==> src/rtl/img_ctrl_pkg.sv <==
// rtl/img_ctrl_pkg.sv - shared types and constants for the image frame controller
package img_ctrl_pkg;

  typedef enum logic [2:0] {
    ST_IDLE,
    ST_INIT,
    ST_ARM,
    ST_CAPTURE,
    ST_DONE,
    ST_ERROR
  } state_t;

  localparam logic [1:0] FRAME_RAW  = 2'b00;
  localparam logic [1:0] FRAME_REF  = 2'b01;
  localparam logic [1:0] FRAME_DIFF = 2'b10;

  localparam int ERR_OVF   = 0;
  localparam int ERR_UNEXP = 1;
  localparam int ERR_TMO   = 2;

  // phase is the frame index modulo the re-reference period
  function automatic logic [1:0] frame_type_of(input logic diff, input logic [7:0] ri,
                                               input logic [7:0] phase);
    if (!diff) return FRAME_RAW;
    if (ri != 8'd0 && phase == 8'd0) return FRAME_REF;
    return FRAME_DIFF;
  endfunction

endpackage

==> src/rtl/img_frame_ctrl_if.sv <==
// rtl/img_frame_ctrl_if.sv - controller <-> preprocessing pipeline signal bundle
interface img_frame_ctrl_if;
  logic       frame_start;
  logic       frame_store;
  logic       fifo_overflow;
  logic       unexpected_data;
  logic       unexpected_tlast;
  logic       init_txn;
  logic       diff_en;
  logic       wr2ddr_en;
  logic [1:0] frame_type;

  modport master (
    input  frame_start, frame_store, fifo_overflow, unexpected_data, unexpected_tlast,
    output init_txn, diff_en, wr2ddr_en, frame_type
  );

  modport slave (
    output frame_start, frame_store, fifo_overflow, unexpected_data, unexpected_tlast,
    input  init_txn, diff_en, wr2ddr_en, frame_type
  );
endinterface

==> src/rtl/img_frame_timeout.sv <==
// rtl/img_frame_timeout.sv - loadable down-counter flagging a missing frame_store
module img_frame_timeout (
  input  logic        aclk,
  input  logic        aresetn,
  input  logic        load,
  input  logic        run,
  input  logic [31:0] load_val,
  output logic        expired
);

  logic [31:0] cnt_q;

  // loaded with N-1 so the owner sees expiry exactly N cycles after the load edge
  always_ff @(posedge aclk or negedge aresetn) begin
    if (!aresetn) begin
      cnt_q <= '0;
    end else if (load) begin
      cnt_q <= (load_val == 32'd0) ? 32'd0 : load_val - 32'd1;
    end else if (run && cnt_q != 32'd0) begin
      cnt_q <= cnt_q - 32'd1;
    end
  end

  assign expired = run && (cnt_q <= 32'd1);

endmodule

==> src/rtl/img_frame_ctrl.sv <==
// rtl/img_frame_ctrl.sv - capture-run sequencer for the image preprocessing pipeline
module img_frame_ctrl
  import img_ctrl_pkg::*;
#(
  parameter int INIT_CYCLES    = 16,
  parameter     ENABLE_TIMEOUT = "TRUE"
) (
  input  logic                    aclk,
  input  logic                    aresetn,
  input  logic                    start,
  input  logic                    abort,
  input  logic [15:0]             num_frames,
  input  logic                    diff_mode,
  input  logic [7:0]              ref_interval,
  input  logic [31:0]             timeout_cycles,
  img_frame_ctrl_if.master        pif,
  output logic                    busy,
  output logic                    done,
  output logic                    error,
  output logic [2:0]              err_code,
  output logic [15:0]             frames_done
);

  state_t      state_q, state_d;
  logic [7:0]  init_cnt_q;
  logic        flush_q;
  logic [15:0] num_q;
  logic        diff_q;
  logic [7:0]  ri_q;
  logic [31:0] tmo_q;
  logic [15:0] start_cnt_q;
  logic [7:0]  phase_q;
  logic [1:0]  frame_type_q;
  logic [15:0] frames_done_q;
  logic        err_q;
  logic [2:0]  err_code_q;

  logic        in_run, start_ok, fs_take, store_take, tmo_load, tmo_expired, tmo_hit;
  logic [2:0]  err_new;
  logic [15:0] fd_next;
  logic [7:0]  phase_nx;

  assign in_run     = (state_q == ST_ARM) || (state_q == ST_CAPTURE);
  assign start_ok   = start && !abort && (state_q == ST_IDLE || state_q == ST_ERROR);
  assign fs_take    = in_run && pif.frame_start && (start_cnt_q < num_q);
  assign store_take = (state_q == ST_CAPTURE) && pif.frame_store;
  assign fd_next    = (store_take && frames_done_q != 16'hFFFF) ? frames_done_q + 16'd1
                                                                : frames_done_q;
  assign phase_nx   = (phase_q + 8'd1 == ri_q) ? 8'd0 : phase_q + 8'd1;
  assign tmo_load   = ((state_q == ST_ARM) && pif.frame_start) || store_take;
  // a frame_store in the expiry cycle still counts as arriving in time
  assign tmo_hit    = (state_q == ST_CAPTURE) && tmo_expired && (tmo_q != 32'd0)
                      && !pif.frame_store;

  always_comb begin
    err_new = 3'b000;
    if (in_run) begin
      err_new[ERR_OVF]   = pif.fifo_overflow;
      err_new[ERR_UNEXP] = pif.unexpected_data | pif.unexpected_tlast;
      err_new[ERR_TMO]   = tmo_hit;
    end
  end

  generate
    if (ENABLE_TIMEOUT == "TRUE") begin : g_tmo
      img_frame_timeout u_tmo (
        .aclk     (aclk),
        .aresetn  (aresetn),
        .load     (tmo_load),
        .run      (state_q == ST_CAPTURE),
        .load_val (tmo_q),
        .expired  (tmo_expired)
      );
    end else begin : g_no_tmo
      assign tmo_expired = 1'b0;
    end
  endgenerate

  always_comb begin
    state_d = state_q;
    if (abort && state_q != ST_IDLE) begin
      state_d = ST_IDLE;
    end else begin
      case (state_q)
        ST_IDLE, ST_ERROR: if (start_ok) state_d = ST_INIT;
        ST_INIT:    if (init_cnt_q == 8'(INIT_CYCLES - 1)) state_d = ST_ARM;
        ST_ARM:     if (|err_new) state_d = ST_ERROR;
                    else if (pif.frame_start) state_d = ST_CAPTURE;
        ST_CAPTURE: if (|err_new) state_d = ST_ERROR;
                    else if (store_take && fd_next == num_q) state_d = ST_DONE;
        ST_DONE:    state_d = ST_IDLE;
        default:    state_d = ST_IDLE;
      endcase
    end
  end

  always_ff @(posedge aclk or negedge aresetn) begin
    if (!aresetn) begin
      state_q       <= ST_IDLE;
      init_cnt_q    <= '0;
      flush_q       <= 1'b0;
      num_q         <= '0;
      diff_q        <= 1'b0;
      ri_q          <= '0;
      tmo_q         <= '0;
      start_cnt_q   <= '0;
      phase_q       <= '0;
      frame_type_q  <= FRAME_RAW;
      frames_done_q <= '0;
      err_q         <= 1'b0;
      err_code_q    <= '0;
    end else begin
      state_q    <= state_d;
      flush_q    <= abort && (state_q != ST_IDLE);
      init_cnt_q <= (state_q == ST_INIT) ? init_cnt_q + 8'd1 : 8'd0;
      if (start_ok) begin
        num_q         <= (num_frames == 16'd0) ? 16'd1 : num_frames;
        diff_q        <= diff_mode;
        ri_q          <= ref_interval;
        tmo_q         <= timeout_cycles;
        start_cnt_q   <= '0;
        phase_q       <= '0;
        frame_type_q  <= FRAME_RAW;
        frames_done_q <= '0;
        err_q         <= 1'b0;
        err_code_q    <= '0;
      end
      // frame 0 is always a reference in difference mode
      if (state_q == ST_INIT && state_d == ST_ARM)
        frame_type_q <= frame_type_of(diff_q, 8'd1, 8'd0);
      if (fs_take) begin
        start_cnt_q  <= start_cnt_q + 16'd1;
        phase_q      <= phase_nx;
        frame_type_q <= frame_type_of(diff_q, ri_q, phase_nx);
      end
      if (store_take) frames_done_q <= fd_next;
      if (|err_new && !abort) begin
        err_q      <= 1'b1;
        err_code_q <= err_code_q | err_new;
      end
    end
  end

  assign pif.init_txn   = (state_q == ST_INIT) | flush_q;
  assign pif.wr2ddr_en  = in_run;
  assign pif.diff_en    = in_run & diff_q;
  assign pif.frame_type = frame_type_q;
  assign busy           = (state_q != ST_IDLE);
  assign done           = (state_q == ST_DONE);
  assign error          = err_q;
  assign err_code       = err_code_q;
  assign frames_done    = frames_done_q;

endmodule

==> src/flat_wrapper.sv <==
// flat-port wrapper written by rule: the top's interface ports become plain ports
module img_frame_ctrl_flat import img_ctrl_pkg::*;
#(
  parameter int INIT_CYCLES    = 16,
  parameter     ENABLE_TIMEOUT = "    "
)
  (aclk, aresetn, start, abort, num_frames, diff_mode, ref_interval, timeout_cycles, busy, done, error, err_code, frames_done, pif_frame_start, pif_frame_store, pif_fifo_overflow, pif_unexpected_data, pif_unexpected_tlast, pif_init_txn, pif_diff_en, pif_wr2ddr_en, pif_frame_type);
  img_frame_ctrl_if pif_i ();
  input  logic aclk;
  input  logic aresetn;
  input  logic start;
  input  logic abort;
  input  logic [15:0] num_frames;
  input  logic diff_mode;
  input  logic [7:0] ref_interval;
  input  logic [31:0] timeout_cycles;
  output logic busy;
  output logic done;
  output logic error;
  output logic [2:0] err_code;
  output logic [15:0] frames_done;
  input wire logic [$bits(pif_i.frame_start)-1:0] pif_frame_start;
  input wire logic [$bits(pif_i.frame_store)-1:0] pif_frame_store;
  input wire logic [$bits(pif_i.fifo_overflow)-1:0] pif_fifo_overflow;
  input wire logic [$bits(pif_i.unexpected_data)-1:0] pif_unexpected_data;
  input wire logic [$bits(pif_i.unexpected_tlast)-1:0] pif_unexpected_tlast;
  output wire logic [$bits(pif_i.init_txn)-1:0] pif_init_txn;
  output wire logic [$bits(pif_i.diff_en)-1:0] pif_diff_en;
  output wire logic [$bits(pif_i.wr2ddr_en)-1:0] pif_wr2ddr_en;
  output wire logic [$bits(pif_i.frame_type)-1:0] pif_frame_type;
  assign pif_i.frame_start = pif_frame_start;
  assign pif_i.frame_store = pif_frame_store;
  assign pif_i.fifo_overflow = pif_fifo_overflow;
  assign pif_i.unexpected_data = pif_unexpected_data;
  assign pif_i.unexpected_tlast = pif_unexpected_tlast;
  assign pif_init_txn = pif_i.init_txn;
  assign pif_diff_en = pif_i.diff_en;
  assign pif_wr2ddr_en = pif_i.wr2ddr_en;
  assign pif_frame_type = pif_i.frame_type;
  img_frame_ctrl #(.INIT_CYCLES(INIT_CYCLES), .ENABLE_TIMEOUT(ENABLE_TIMEOUT)) u_core (.aclk(aclk), .aresetn(aresetn), .start(start), .abort(abort), .num_frames(num_frames), .diff_mode(diff_mode), .ref_interval(ref_interval), .timeout_cycles(timeout_cycles), .pif(pif_i), .busy(busy), .done(done), .error(error), .err_code(err_code), .frames_done(frames_done));
endmodule
==> config.mk <==
export PLATFORM = sky130hd
export DESIGN_NAME = img_frame_ctrl_flat
export DESIGN_NICKNAME = d
export VERILOG_FILES = /design/src/rtl/img_ctrl_pkg.sv /design/src/rtl/img_frame_ctrl_if.sv /design/src/rtl/img_frame_timeout.sv /design/src/rtl/img_frame_ctrl.sv /design/src/flat_wrapper.sv
export SDC_FILE = /design/constraint.sdc
export NUM_CORES = 1
export LEC_CHECK = 0
export ABC_CLOCK_PERIOD_IN_PS = 2630
export CELL_PAD_IN_SITES_DETAIL_PLACEMENT = 2
export CELL_PAD_IN_SITES_GLOBAL_PLACEMENT = 2
export CORE_MARGIN = 5
export CORE_UTILIZATION = 30
export CTS_BUF_LIST = sky130_fd_sc_hd__clkbuf_2 sky130_fd_sc_hd__clkbuf_4 sky130_fd_sc_hd__clkbuf_8
export DETAILED_ROUTE_END_ITERATION = 10
export HOLD_SLACK_MARGIN = 0.03
export PLACE_DENSITY_LB_ADDON = 0.1
export SKIP_LAST_GASP = 1
export SLEW_MARGIN = 5
export SYNTH_ARGS = -nofsm -noshare
export SYNTH_HDL_FRONTEND = slang
export SYNTH_SLANG_ARGS = --single-unit
==> constraint.sdc <==
create_clock -name aclk -period 2.63 [get_ports aclk]
set_clock_uncertainty 0.1 [all_clocks]
set_input_delay 0.526 -clock aclk [delete_from_list [all_inputs] [get_ports aclk]]
set_output_delay 0.526 -clock aclk [all_outputs]
set_load 0.02 [all_outputs]
* Word level (Yosys, flattened, before mapping)
Cells that the tools add are included.
** Operators by class
- $add $sub $neg :: 4
- $mul :: 0
- Div/mod/pow operators :: 0
- Order comparisons :: 1
- Eq/ne operators :: 10
- Shifts and indexed selects :: 0
- Muxes and demuxes :: 39
- Bitwise operators :: 4
- Reductions and logical operators :: 25
** Operators with widths (number)
- 16-bit two-way mux :: 5
- 16-bit by 1-bit adder with 16-bit output, second input constant :: 2
- 8-bit two-way mux :: 4
- 3-bit two-way mux :: 9
- 2-bit two-way mux :: 10
- 8-bit by 1-bit adder with 8-bit output, second input constant :: 2
- 16-bit == test :: 1
- 16-bit zero test :: 1
- 16-bit less-than comparator :: 1
- 16-bit inequality test, second input constant :: 1
- 3-bit case mux with 4 select lines :: 1
- 1-bit logical AND :: 11
- 1-bit two-way mux :: 10
- 3-bit by 2-bit == test with 1-bit output, second input constant :: 3
- 8-bit by 4-bit == test with 1-bit output, second input constant :: 1
- 8-bit == test :: 1
- 8-bit zero test :: 1
- 8-bit nonzero test :: 1
- 3-bit == test, second input constant :: 2
- 2-bit nonzero test :: 3
- 3-bit nonzero test :: 2
- 3-bit by 1-bit == test with 1-bit output, second input constant :: 1
- 3-bit zero test :: 1
- 3-bit OR :: 1
- other kinds (6) :: 8
** Word-level totals
- Bits in registers :: 83
- Latch bits :: 0
- Bits in writable memories :: 0
- Bits in read-only memories :: 0
- Input bits :: 66
- Word-level logic and storage cells :: 95
- Memories kept :: 0

* Longest topological paths before layout
Gate-level depths: netlist of the first run.
- Depth in word-level cells :: 19
- Gate-level depth with buffers :: 11
- Depth with buffers taken out :: 10

* Worst setup path before layout of the first run
OpenSTA, ideal clock, no wires.
- Path type :: register to register
- Start :: reg u_core.frames_done_q[0] (netlist: u_core.frames_done[0])
- End :: reg u_core.state_q[2]
- Setup time :: 126 ps
- Arrival :: 2581 ps
- Required time :: 2404 ps
- Slack :: -177 ps
- Cell stages (with the launch flop) :: 11
- Buffers on the path :: 1
- Cell sequence :: dfrtp_1 ha_1 nand3_1 or4_4 buf_6 nand3_4 mux2_1 o21ai_0 a32o_1 nor4_2 o32a_1
** Between the ends
- Longest elaborated chain between the ends :: 9
- Elaborated cells on any way between the ends :: 10
** RTL lines
- start, declared :: line img_frame_ctrl.sv:34 : logic [15:0] frames_done_q;
- start signal, assigned :: line img_frame_ctrl.sv:136 : if (store_take) frames_done_q <= fd_next;
- parallel branches: the longest is 2 deep, another holds 16-bit by 1-bit adder with 16-bit output
- 16-bit two-way mux * :: line img_frame_ctrl.sv:47 : assign fd_next = (store_take && frames_done_q != 16'hFFFF) ? frames_done_q + 16'd1
- 16-bit == test * :: line img_frame_ctrl.sv:90 : else if (store_take && fd_next == num_q) state_d = ST_DONE;
- 1-bit logical AND * :: line img_frame_ctrl.sv:90
- 3-bit two-way mux * :: line img_frame_ctrl.sv:90
- 3-bit two-way mux * :: line img_frame_ctrl.sv:89 : ST_CAPTURE: if (|err_new) state_d = ST_ERROR;
- 3-bit case mux with 4 select lines * :: line img_frame_ctrl.sv:84 : case (state_q)
- 3-bit two-way mux * :: line img_frame_ctrl.sv:81 : if (abort && state_q != ST_IDLE) begin
- net u_core.state_d[2] :: line img_frame_ctrl.sv:24 : state_t state_q, state_d;
- end signal, assigned :: line img_frame_ctrl.sv:113 : state_q <= state_d;
- end, declared :: line img_frame_ctrl.sv:24
Mark *: on every way through the listed nets, which the timed path passes.
A chain may end at the register's enable or synchronous reset.

* Worst setup path in the final report of the first run
- Start :: reg u_core.state_q[2]
- End :: reg u_core.state_q[0]
** Between the ends
- Longest elaborated chain between the ends :: 10
- Elaborated cells on any way between the ends :: 24
** RTL lines
- 3-bit by 2-bit == test with 1-bit output :: line img_frame_ctrl.sv:43, img_frame_ctrl.sv:46, img_frame_ctrl.sv:84
- 1-bit logical AND :: line img_frame_ctrl.sv:46 : assign store_take = (state_q == ST_CAPTURE) && pif.frame_store;
- 1-bit logical AND :: line img_frame_ctrl.sv:47
- 16-bit two-way mux :: line img_frame_ctrl.sv:47
- 16-bit == test :: line img_frame_ctrl.sv:90
- 1-bit logical AND :: line img_frame_ctrl.sv:90
- 3-bit two-way mux :: line img_frame_ctrl.sv:90
- 3-bit two-way mux :: line img_frame_ctrl.sv:89
- 3-bit case mux with 4 select lines :: line img_frame_ctrl.sv:84
- 3-bit two-way mux * :: line img_frame_ctrl.sv:81
- net u_core.state_d[0] :: line img_frame_ctrl.sv:24
The timed path passes the listed nets; every way through them passes the cells marked *.

==> flow_summary.html, run 1 <==
<table>
<tr><th>Metric</th><th>Value</th></tr>
<tr><th colspan="2">Run status</th></tr>
<tr><td>Outcome</td><td>finished, violations left</td></tr>
<tr><td>Failing checks</td><td>negative setup slack</td></tr>
<tr><th colspan="2">Global route</th></tr>
<tr><td>Overall track demand over capacity in global routing</td><td>19.22%</td></tr>
<tr><td>First-pass GRT wire length</td><td>30,610 um</td></tr>
<tr><td>Via count of the first global-routing pass</td><td>5,631</td></tr>
<tr><td>Number of antenna violations at the first check in global routing</td><td>0</td></tr>
<tr><td>Total global routing overflow</td><td>0</td></tr>
<tr><td>Pin count of the biggest net entering global routing</td><td>44</td></tr>
<tr><th colspan="2">STA</th></tr>
<tr><td>Minimum setup slack in the final design</td><td>-0.05755 ns</td></tr>
<tr><td>Worst max-slew margin expressed relative to the limit</td><td>59.76%</td></tr>
<tr><td>Fmax</td><td>372.1 MHz</td></tr>
<tr><td>Final hold violation count</td><td>0</td></tr>
<tr><td>Final-report max-slew violation count</td><td>0</td></tr>
<tr><td>Final-report setup violation count</td><td>2</td></tr>
<tr><td>Post-layout minimum cycle time</td><td>2.688 ns</td></tr>
<tr><td>Worst Hold Slack</td><td>0.05333 ns</td></tr>
<tr><td>Slew at the pin with the worst max-slew slack</td><td>0.6036 ns</td></tr>
<tr><td>Tcrit/Tclk final</td><td>102.2%</td></tr>
<tr><td>Setup repair after global routing missed its margin</td><td>yes</td></tr>
<tr><td>Setup TNS Final</td><td>-0.09854 ns</td></tr>
<tr><th colspan="2">Power and ir drop</th></tr>
<tr><td>Pleak</td><td>3.024 nW</td></tr>
<tr><td>PwrDens</td><td>414.2 mW/mm^2</td></tr>
<tr><td>Peak ir drop on the vdd network</td><td>0.0001939 V</td></tr>
<tr><td>Total power</td><td>2.869 mW</td></tr>
<tr><th colspan="2">Finish</th></tr>
<tr><td>Proportion of layout cells with a drive suffix above 1</td><td>22.75%</td></tr>
<tr><td>Final standard cell utilization of the core</td><td>40.48%</td></tr>
<tr><td>NumNets Final</td><td>815</td></tr>
<tr><td>Signed area change from the synthesized netlist to the final layout</td><td>33.71%</td></tr>
<tr><td>ANT cells</td><td>0</td></tr>
<tr><th colspan="2">Yosys</th></tr>
<tr><td>Most area-hungry cell type in the Yosys netlist</td><td>sky130_fd_sc_hd__dfrtp_1</td></tr>
<tr><td>Total of flip-flops plus latches after synthesis</td><td>82</td></tr>
<tr><td>Post-Syn Area per Cell</td><td>8.650 sq um</td></tr>
<tr><td>Post-synth net total</td><td>684</td></tr>
<tr><td>Distinct cell type count of the synthesized netlist</td><td>69</td></tr>
<tr><td>Number of synthesized flops with an enable pin</td><td>0</td></tr>
<tr><td>Largest cells by area after synthesis</td><td>sky130_fd_sc_hd__dfrtp_1, sky130_fd_sc_hd__nand2_1, sky130_fd_sc_hd__o21ai_0</td></tr>
<tr><td>Dominant synthesized flop cell</td><td>sky130_fd_sc_hd__dfrtp_1</td></tr>
<tr><td>Most frequent cell after synthesis</td><td>sky130_fd_sc_hd__nand2_1</td></tr>
<tr><td>Portion of synthesized cell area occupied by the leading cell type</td><td>39.60%</td></tr>
<tr><td>Register area share after synthesis</td><td>39.60%</td></tr>
<tr><td>Post-Synthesis Cell Area</td><td>0.005181 sq mm</td></tr>
<tr><td>Cells after Synth</td><td>599</td></tr>
<tr><td>Warning count from the yosys run</td><td>0</td></tr>
<tr><td>Top post-synthesis cells by count</td><td>sky130_fd_sc_hd__nand2_1, sky130_fd_sc_hd__dfrtp_1, sky130_fd_sc_hd__o21ai_0</td></tr>
<tr><td>Post-synthesis async set-or-reset flop share</td><td>100.0%</td></tr>
<tr><th colspan="2">Routing</th></tr>
<tr><td>DRC</td><td>0</td></tr>
<tr><td>Number of vias per cell after detailed routing</td><td>5.288</td></tr>
<tr><td>Per-cell routed wire length</td><td>19.89 um</td></tr>
<tr><td>Routed WL</td><td>19,070 um</td></tr>
<tr><td>Violation count after the first detailed-routing iteration</td><td>123</td></tr>
<tr><td>Via Count</td><td>5,071</td></tr>
<tr><td>Number of nets with antenna violations after routing</td><td>0</td></tr>
<tr><td>Length of the first detailed-routing pass in iterations</td><td>7</td></tr>
<tr><th colspan="2">CTS</th></tr>
<tr><td>Total CTS buffers</td><td>9</td></tr>
<tr><td>Number of buffers between clock root and the deepest sink</td><td>2</td></tr>
<tr><td>Clk pin slew, worst setup/hold paths</td><td>0.10 ns</td></tr>
<tr><td>H-tree Lvls</td><td>3</td></tr>
<tr><td>Insertion delay of the later-clocked pin in the worst-skew pair</td><td>0.37 ns</td></tr>
<tr><td>Sinks on the clock net</td><td>82</td></tr>
<tr><td>CTS root buffer</td><td>sky130_fd_sc_hd__clkbuf_8</td></tr>
<tr><td>CTS tree</td><td>done</td></tr>
<tr><th colspan="2">Worst setup path</th></tr>
<tr><td>Critical-path maximum fanout</td><td>4</td></tr>
<tr><td>Cells on worst reg2reg path</td><td>10</td></tr>
<tr><td>Critical path startpoint category</td><td>register</td></tr>
<tr><td>End of the worst register-to-register path</td><td>u_core.state_q[0]</td></tr>
<tr><td>Arr. time, crit path</td><td>2.85 ns</td></tr>
<tr><td>Slack of the worst reg-to-reg path</td><td>-0.06 ns</td></tr>
<tr><td>Critical R2R Launch</td><td>u_core.state_q[2]</td></tr>
<tr><td>Capturing element type of the critical path</td><td>register</td></tr>
<tr><td>Required time at the endpoint of the critical path</td><td>2.79 ns</td></tr>
<tr><td>Type of the worst setup path</td><td>register to register</td></tr>
<tr><th colspan="2">Die</th></tr>
<tr><td>Top-level I/O count</td><td>93</td></tr>
<tr><td>Std-Cell Rows</td><td>48</td></tr>
<tr><td>Starting Density</td><td>30.27%</td></tr>
<tr><td>Die extent in x</td><td>141.4 um</td></tr>
<tr><td>Vert. Die Dim</td><td>141.4 um</td></tr>
<tr><td>Die area</td><td>0.02000 sq mm</td></tr>
<tr><td>Floorplan core area</td><td>0.01712 sq mm</td></tr>
<tr><th colspan="2">Worst hold path</th></tr>
<tr><td>Type of the tightest min-delay check</td><td>primary input to asynchronous set/reset pin</td></tr>
<tr><th colspan="2">Placement</th></tr>
<tr><td>Port buffer count</td><td>59</td></tr>
<tr><td>Dpl ws</td><td>-0.6129 ns</td></tr>
<tr><td>Final Wtd Congestion</td><td>0.8821</td></tr>
<tr><td>Detailed placement HPWL</td><td>14,530 um</td></tr>
<tr><th colspan="2">Job</th></tr>
<tr><td>Count of max-cap constraint violations</td><td>0</td></tr>
</table>
## repair_timing
item,4_1_cts,5_1_grt
setup buffers,6,6
hold buffers,0,0
setup endpoints to repair,4,15
gates cloned,0,0
pin swaps,10,11
gates resized for setup,15,26
## logic make-up after synthesis
| logic type | synth area share, % |
|---|---|
| fa+ha+maj | 4.588 |
| other cells | 0.07238 |
| simple gates | 27.46 |
| xor+xnor | 6.086 |
| flops | 39.60 |
| buf+inv | 5.602 |
| compound gates | 15.21 |
| mux | 1.377 |
## per-stage QoR
step	cell area (sq um)	cells
finish	6928	959
global route	6928	959
CTS	6795	955
detailed placement	6523	934
global placement	6523	934
floorplan	5224	599
## placed cells by master, fill, tap and decap left out, types with 3 or more instances in the layout
cell type	n
sky130_fd_sc_hd__nand2_1	90
sky130_fd_sc_hd__buf_4	88
sky130_fd_sc_hd__dfrtp_1	67
sky130_fd_sc_hd__o21ai_0	61
sky130_fd_sc_hd__clkdlybuf4s50_1	56
sky130_fd_sc_hd__nand3_1	32
sky130_fd_sc_hd__nor2_1	28
sky130_fd_sc_hd__inv_1	26
sky130_fd_sc_hd__xnor2_1	20
sky130_fd_sc_hd__nor3_1	19
sky130_fd_sc_hd__ha_1	18
sky130_fd_sc_hd__a21oi_1	17
sky130_fd_sc_hd__xor2_1	15
sky130_fd_sc_hd__dfrtp_2	15
sky130_fd_sc_hd__and3_1	13
sky130_fd_sc_hd__or3_1	9
sky130_fd_sc_hd__clkbuf_8	9
sky130_fd_sc_hd__nand2b_1	8
sky130_fd_sc_hd__nand4_1	7
sky130_fd_sc_hd__a21o_1	6
sky130_fd_sc_hd__nor4_1	6
sky130_fd_sc_hd__mux2i_1	5
sky130_fd_sc_hd__a31oi_1	5
sky130_fd_sc_hd__o31ai_1	5
sky130_fd_sc_hd__nor2b_1	4
sky130_fd_sc_hd__o22ai_1	4
sky130_fd_sc_hd__buf_6	4
sky130_fd_sc_hd__nand3_4	3
sky130_fd_sc_hd__nor2_2	3
sky130_fd_sc_hd__or4_1	3
sky130_fd_sc_hd__nor4_4	3
sky130_fd_sc_hd__nand3_2	3
sky130_fd_sc_hd__o211ai_1	3
sky130_fd_sc_hd__a211oi_1	3
sky130_fd_sc_hd__and2_1	3
## metal layers
layer / GRT usage, % / part of all wire [%] / up-vias
li1: - / - / 2397
met1: 23.56 / 43 / 2612
met2: 35.69 / 54 / 45
met3: 2.460 / 1.8 / 17
met4: 4.596 / 1.2 / 0
met5: 0 / 0 / -
## how the worst max path moves through the flow
| stage | startpoint | end | depth (start not counted) |
|---|---|---|---|
| floorplan | u_core.frames_done[11] | u_core.state_q[2] | 10 |
| global placement | pif_frame_store | u_core.state_q[2] | 9 |
| detailed placement | pif_frame_store | u_core.state_q[2] | 9 |
| CTS | u_core.frames_done[1] | u_core.state_q[2] | 10 |
| global route | u_core.frames_done[4] | u_core.state_q[2] | 8 |
| finish | u_core.state_q[2] | u_core.state_q[0] | 10 |
## registers in the layout (all words and copies together), names as in the netlist
signal	cells
u_core.frames_done	16
u_core.err_code	2
u_core.pif.frame_type	2
u_core.diff_q	1
u_core.phase_q	8
u_core.init_cnt_q	8
u_core.error	1
u_core.state_q	3
u_core.num_q	16
u_core.start_cnt_q	16
u_core.flush_q	1
u_core.ri_q	8
## worst max-delay path, stage by stage (launching register included)
cell and delay [ns]:
sky130_fd_sc_hd__dfrtp_1 0.41, sky130_fd_sc_hd__nand2b_4 0.18, sky130_fd_sc_hd__inv_2 0.07, sky130_fd_sc_hd__and3_1 0.17
sky130_fd_sc_hd__buf_4 0.16, sky130_fd_sc_hd__nand3_4 0.09, sky130_fd_sc_hd__buf_4 0.14, sky130_fd_sc_hd__or4_1 0.47
sky130_fd_sc_hd__a32o_2 0.32, sky130_fd_sc_hd__nand4b_1 0.21, sky130_fd_sc_hd__o31a_1 0.26
## layout make-up
| class | instances | area (sq um) |
|---|---|---|
| tap | 225 | 281.5 |
| clock inverter | 4 | 28.78 |
| timing repair buffer | 151 | 1304 |
| inverter | 27 | 101.3 |
| clock buffer | 11 | 138.9 |
| sequential | 82 | 2071 |
| fill | 1934 | 10190 |
| multi-input combinational | 459 | 3003 |
## power breakdown
group | leakage, nW | switching (mW) | internal [mW] | total, mW
clock network | 0.0826 | 0.520 | 0.362 | 0.882
logic | 1.86 | 0.309 | 0.255 | 0.564
registers | 1.08 | 0.0879 | 1.34 | 1.42
total | 3.02 | 0.917 | 1.95 | 2.87
No activity file was read; power rests on OpenSTA's default activity.
==> run 2, diff against run 1 <==
--- a/config.mk
+++ b/config.mk
@@ -9,8 +9,8 @@
 export CELL_PAD_IN_SITES_DETAIL_PLACEMENT = 2
 export CELL_PAD_IN_SITES_GLOBAL_PLACEMENT = 2
 export CORE_MARGIN = 5
-export CORE_UTILIZATION = 30
-export CTS_BUF_LIST = sky130_fd_sc_hd__clkbuf_2 sky130_fd_sc_hd__clkbuf_4 sky130_fd_sc_hd__clkbuf_8
+export CORE_UTILIZATION = 29
+export CTS_BUF_LIST = sky130_fd_sc_hd__clkbuf_16
 export DETAILED_ROUTE_END_ITERATION = 10
 export HOLD_SLACK_MARGIN = 0.03
 export PLACE_DENSITY_LB_ADDON = 0.1
==> flow_summary.html, run 2 (synthesis gave the netlist of run 1 again) <==
<table>
<tr><th>Metric</th><th>Value</th></tr>
<tr><th colspan="2">Finish</th></tr>
<tr><td>NumNets Final</td><td>815</td></tr>
<tr><td>Sequential Area</td><td>0.002067 sq mm</td></tr>
<tr><td>Area taken by multi-input logic gates</td><td>0.002988 sq mm</td></tr>
<tr><td>ANT cells</td><td>0</td></tr>
<tr><td>Leading cell types in the layout, fill and taps excluded</td><td>sky130_fd_sc_hd__nand2_1, sky130_fd_sc_hd__buf_4, sky130_fd_sc_hd__dfrtp_1, sky130_fd_sc_hd__o21ai_0, sky130_fd_sc_hd__clkdlybuf4s50_1</td></tr>
<tr><td>Fillers</td><td>1,968</td></tr>
<tr><td>Leading cell type in the layout, fill and taps excluded</td><td>sky130_fd_sc_hd__nand2_1</td></tr>
<tr><td>Proportion of layout cells with a drive suffix above 1</td><td>22.07%</td></tr>
<tr><td>Signed area change from the synthesized netlist to the final layout</td><td>35.06%</td></tr>
<tr><th colspan="2">Die</th></tr>
<tr><td>Std-Cell Rows</td><td>48</td></tr>
<tr><td>Die area</td><td>0.02064 sq mm</td></tr>
<tr><td>Die extent in x</td><td>143.7 um</td></tr>
<tr><td>Floorplan core area</td><td>0.01742 sq mm</td></tr>
<tr><td>Starting Density</td><td>29.75%</td></tr>
<tr><td>Vert. Die Dim</td><td>143.7 um</td></tr>
<tr><td>Top-level I/O count</td><td>93</td></tr>
<tr><th colspan="2">Worst setup path</th></tr>
<tr><td>Critical R2R Launch</td><td>u_core.frames_done[0]</td></tr>
<tr><td>Worst path top cell family by delay</td><td>simple AND/OR/NAND/NOR gates</td></tr>
<tr><td>Type of the worst setup path</td><td>register to register</td></tr>
<tr><td>CP peak stage delay</td><td>0.56 ns</td></tr>
<tr><td>Critical-path maximum fanout</td><td>5</td></tr>
<tr><td>End of the worst register-to-register path</td><td>u_core.state_q[0]</td></tr>
<tr><td>Capturing element type of the critical path</td><td>register</td></tr>
<tr><td>Cells on worst reg2reg path</td><td>10</td></tr>
<tr><td>Arr. time, crit path</td><td>2.85 ns</td></tr>
<tr><td>Cell Chain, Critical Path</td><td>ha_4 &gt; nand3_2 &gt; or4_4 &gt; nand3_4 &gt; buf_6 &gt; nand2_2 &gt; a21o_1 &gt; a32o_2 &gt; nand4b_1 &gt; o31a_1</td></tr>
<tr><td>Required time at the endpoint of the critical path</td><td>2.76 ns</td></tr>
<tr><td>Slack of the worst reg-to-reg path</td><td>-0.09 ns</td></tr>
<tr><td>Slowest library cell on the worst path</td><td>sky130_fd_sc_hd__or4_4</td></tr>
<tr><td>Buffer and inverter count on the worst path</td><td>1</td></tr>
<tr><td>Critical path startpoint category</td><td>register</td></tr>
<tr><th colspan="2">STA</th></tr>
<tr><td>Final-report setup violation count</td><td>3</td></tr>
<tr><td>Post-layout minimum cycle time</td><td>2.718 ns</td></tr>
<tr><td>Slew at the pin with the worst max-slew slack</td><td>0.4976 ns</td></tr>
<tr><td>Worst Hold Slack</td><td>0.03070 ns</td></tr>
<tr><td>Final-report max-slew violation count</td><td>0</td></tr>
<tr><td>Setup TNS Final</td><td>-0.1217 ns</td></tr>
<tr><td>Tcrit/Tclk final</td><td>103.4%</td></tr>
<tr><td>Final hold violation count</td><td>0</td></tr>
<tr><td>Worst max-slew margin expressed relative to the limit</td><td>66.57%</td></tr>
<tr><td>Fmax</td><td>367.9 MHz</td></tr>
<tr><td>Setup repair after global routing missed its margin</td><td>yes</td></tr>
<tr><td>Minimum setup slack in the final design</td><td>-0.08819 ns</td></tr>
<tr><th colspan="2">Global route</th></tr>
<tr><td>Total global routing overflow</td><td>0</td></tr>
<tr><td>Overall track demand over capacity in global routing</td><td>19.19%</td></tr>
<tr><td>First-pass GRT wire length</td><td>30,970 um</td></tr>
<tr><td>Via count of the first global-routing pass</td><td>5,691</td></tr>
<tr><td>Pin count of the biggest net entering global routing</td><td>52</td></tr>
<tr><td>Number of antenna violations at the first check in global routing</td><td>0</td></tr>
<tr><th colspan="2">Run status</th></tr>
<tr><td>Outcome</td><td>finished, violations left</td></tr>
<tr><td>Failing checks</td><td>negative setup slack</td></tr>
<tr><th colspan="2">Routing</th></tr>
<tr><td>DRC</td><td>0</td></tr>
<tr><td>Violation count after the first detailed-routing iteration</td><td>229</td></tr>
<tr><td>Number of nets with antenna violations after routing</td><td>0</td></tr>
<tr><td>Length of the first detailed-routing pass in iterations</td><td>4</td></tr>
<tr><td>Via Count</td><td>5,032</td></tr>
<tr><td>Routed WL</td><td>19,160 um</td></tr>
<tr><td>Number of vias per cell after detailed routing</td><td>5.247</td></tr>
<tr><td>Per-cell routed wire length</td><td>19.98 um</td></tr>
<tr><th colspan="2">Placement</th></tr>
<tr><td>Final Wtd Congestion</td><td>0.8242</td></tr>
<tr><td>Detailed placement HPWL</td><td>14,690 um</td></tr>
<tr><td>Port buffer count</td><td>59</td></tr>
<tr><th colspan="2">CTS</th></tr>
<tr><td>Sinks on the clock net</td><td>82</td></tr>
<tr><td>Insertion delay of the later-clocked pin in the worst-skew pair</td><td>0.35 ns</td></tr>
<tr><td>Total CTS buffers</td><td>9</td></tr>
<tr><td>Number of buffers between clock root and the deepest sink</td><td>2</td></tr>
<tr><td>Number of hold-repair buffers added at the cts stage</td><td>0</td></tr>
<tr><td>CTS root buffer</td><td>sky130_fd_sc_hd__clkbuf_16</td></tr>
<tr><td>Clk pin slew, worst setup/hold paths</td><td>0.06 ns</td></tr>
<tr><td>CTS tree</td><td>done</td></tr>
<tr><td>H-tree Lvls</td><td>3</td></tr>
<tr><th colspan="2">Worst hold path</th></tr>
<tr><td>Type of the tightest min-delay check</td><td>primary input to asynchronous set/reset pin</td></tr>
<tr><th colspan="2">Job</th></tr>
<tr><td>Count of max-cap constraint violations</td><td>0</td></tr>
<tr><th colspan="2">Power and ir drop</th></tr>
<tr><td>Pleak</td><td>3.064 nW</td></tr>
<tr><td>Peak ir drop on the vdd network</td><td>0.0003176 V</td></tr>
<tr><td>PwrDens</td><td>449.8 mW/mm^2</td></tr>
</table>
run 2: layout make-up:
class                   instances  share of cell area (%)
multi-input cells             459                   42.70
inverters                      27                   1.448
clock buffers                   9                   3.218
repair buffers                151                   18.67
well taps                     225                   4.023
clock inverters                 6                  0.4112
flip-flops and latches         82                   29.54
run 2: report_power, final:
part / internal, mW / switching (mW)
registers: 1.34 / 0.0915
logic: 0.254 / 0.311
clock network: 0.621 / 0.532
run 2: how the worst max path moves through the flow:
| stage | slack (ns) | end | start | depth (start not counted) |
|---|---|---|---|---|
| CTS | -0.13 | u_core.state_q[0] | u_core.frames_done[0] | 10 |
| detailed placement | -0.60 | u_core.state_q[0] | pif_frame_store | 9 |
| floorplan | 0.01 | u_core.state_q[2] | u_core.frames_done[11] | 10 |
| global placement | -0.61 | u_core.state_q[0] | pif_frame_store | 9 |
| finish | -0.09 | u_core.state_q[0] | u_core.frames_done[0] | 10 |
| global route | -0.15 | u_core.state_q[0] | u_core.frames_done[5] | 9 |
run 2: metrics by stage:
stage          total power, mW  utilization, %  setup slack [ns]  area [sq um]  std cells
5_1_grt                  3.323           40.18           -0.1517          6998        959
3_5_place_dp             1.990           37.61           -0.5994          6550        936
6_report                 3.148           40.18          -0.08819          6998        959
3_3_place_gp             1.958           37.61           -0.6070          6550        936
4_1_cts                  3.192           39.81           -0.1303          6934        957
2_1_floorplan            1.716               -           0.01441          5224        599
run 2: per-layer routing:
metal / wire (um) / global-route usage, %
met1: 8373 / 23.60
met2: 10060 / 34.68
met3: 392 / 3.028
met4: 337 / 5.451
met5: 0 / 0
run 2: timing repair:
action,in CTS,in global routing
gates resized for setup,20,17
pin swaps,16,5
buffers inserted,6,1
setup endpoints to repair,4,23
gates cloned,0,1
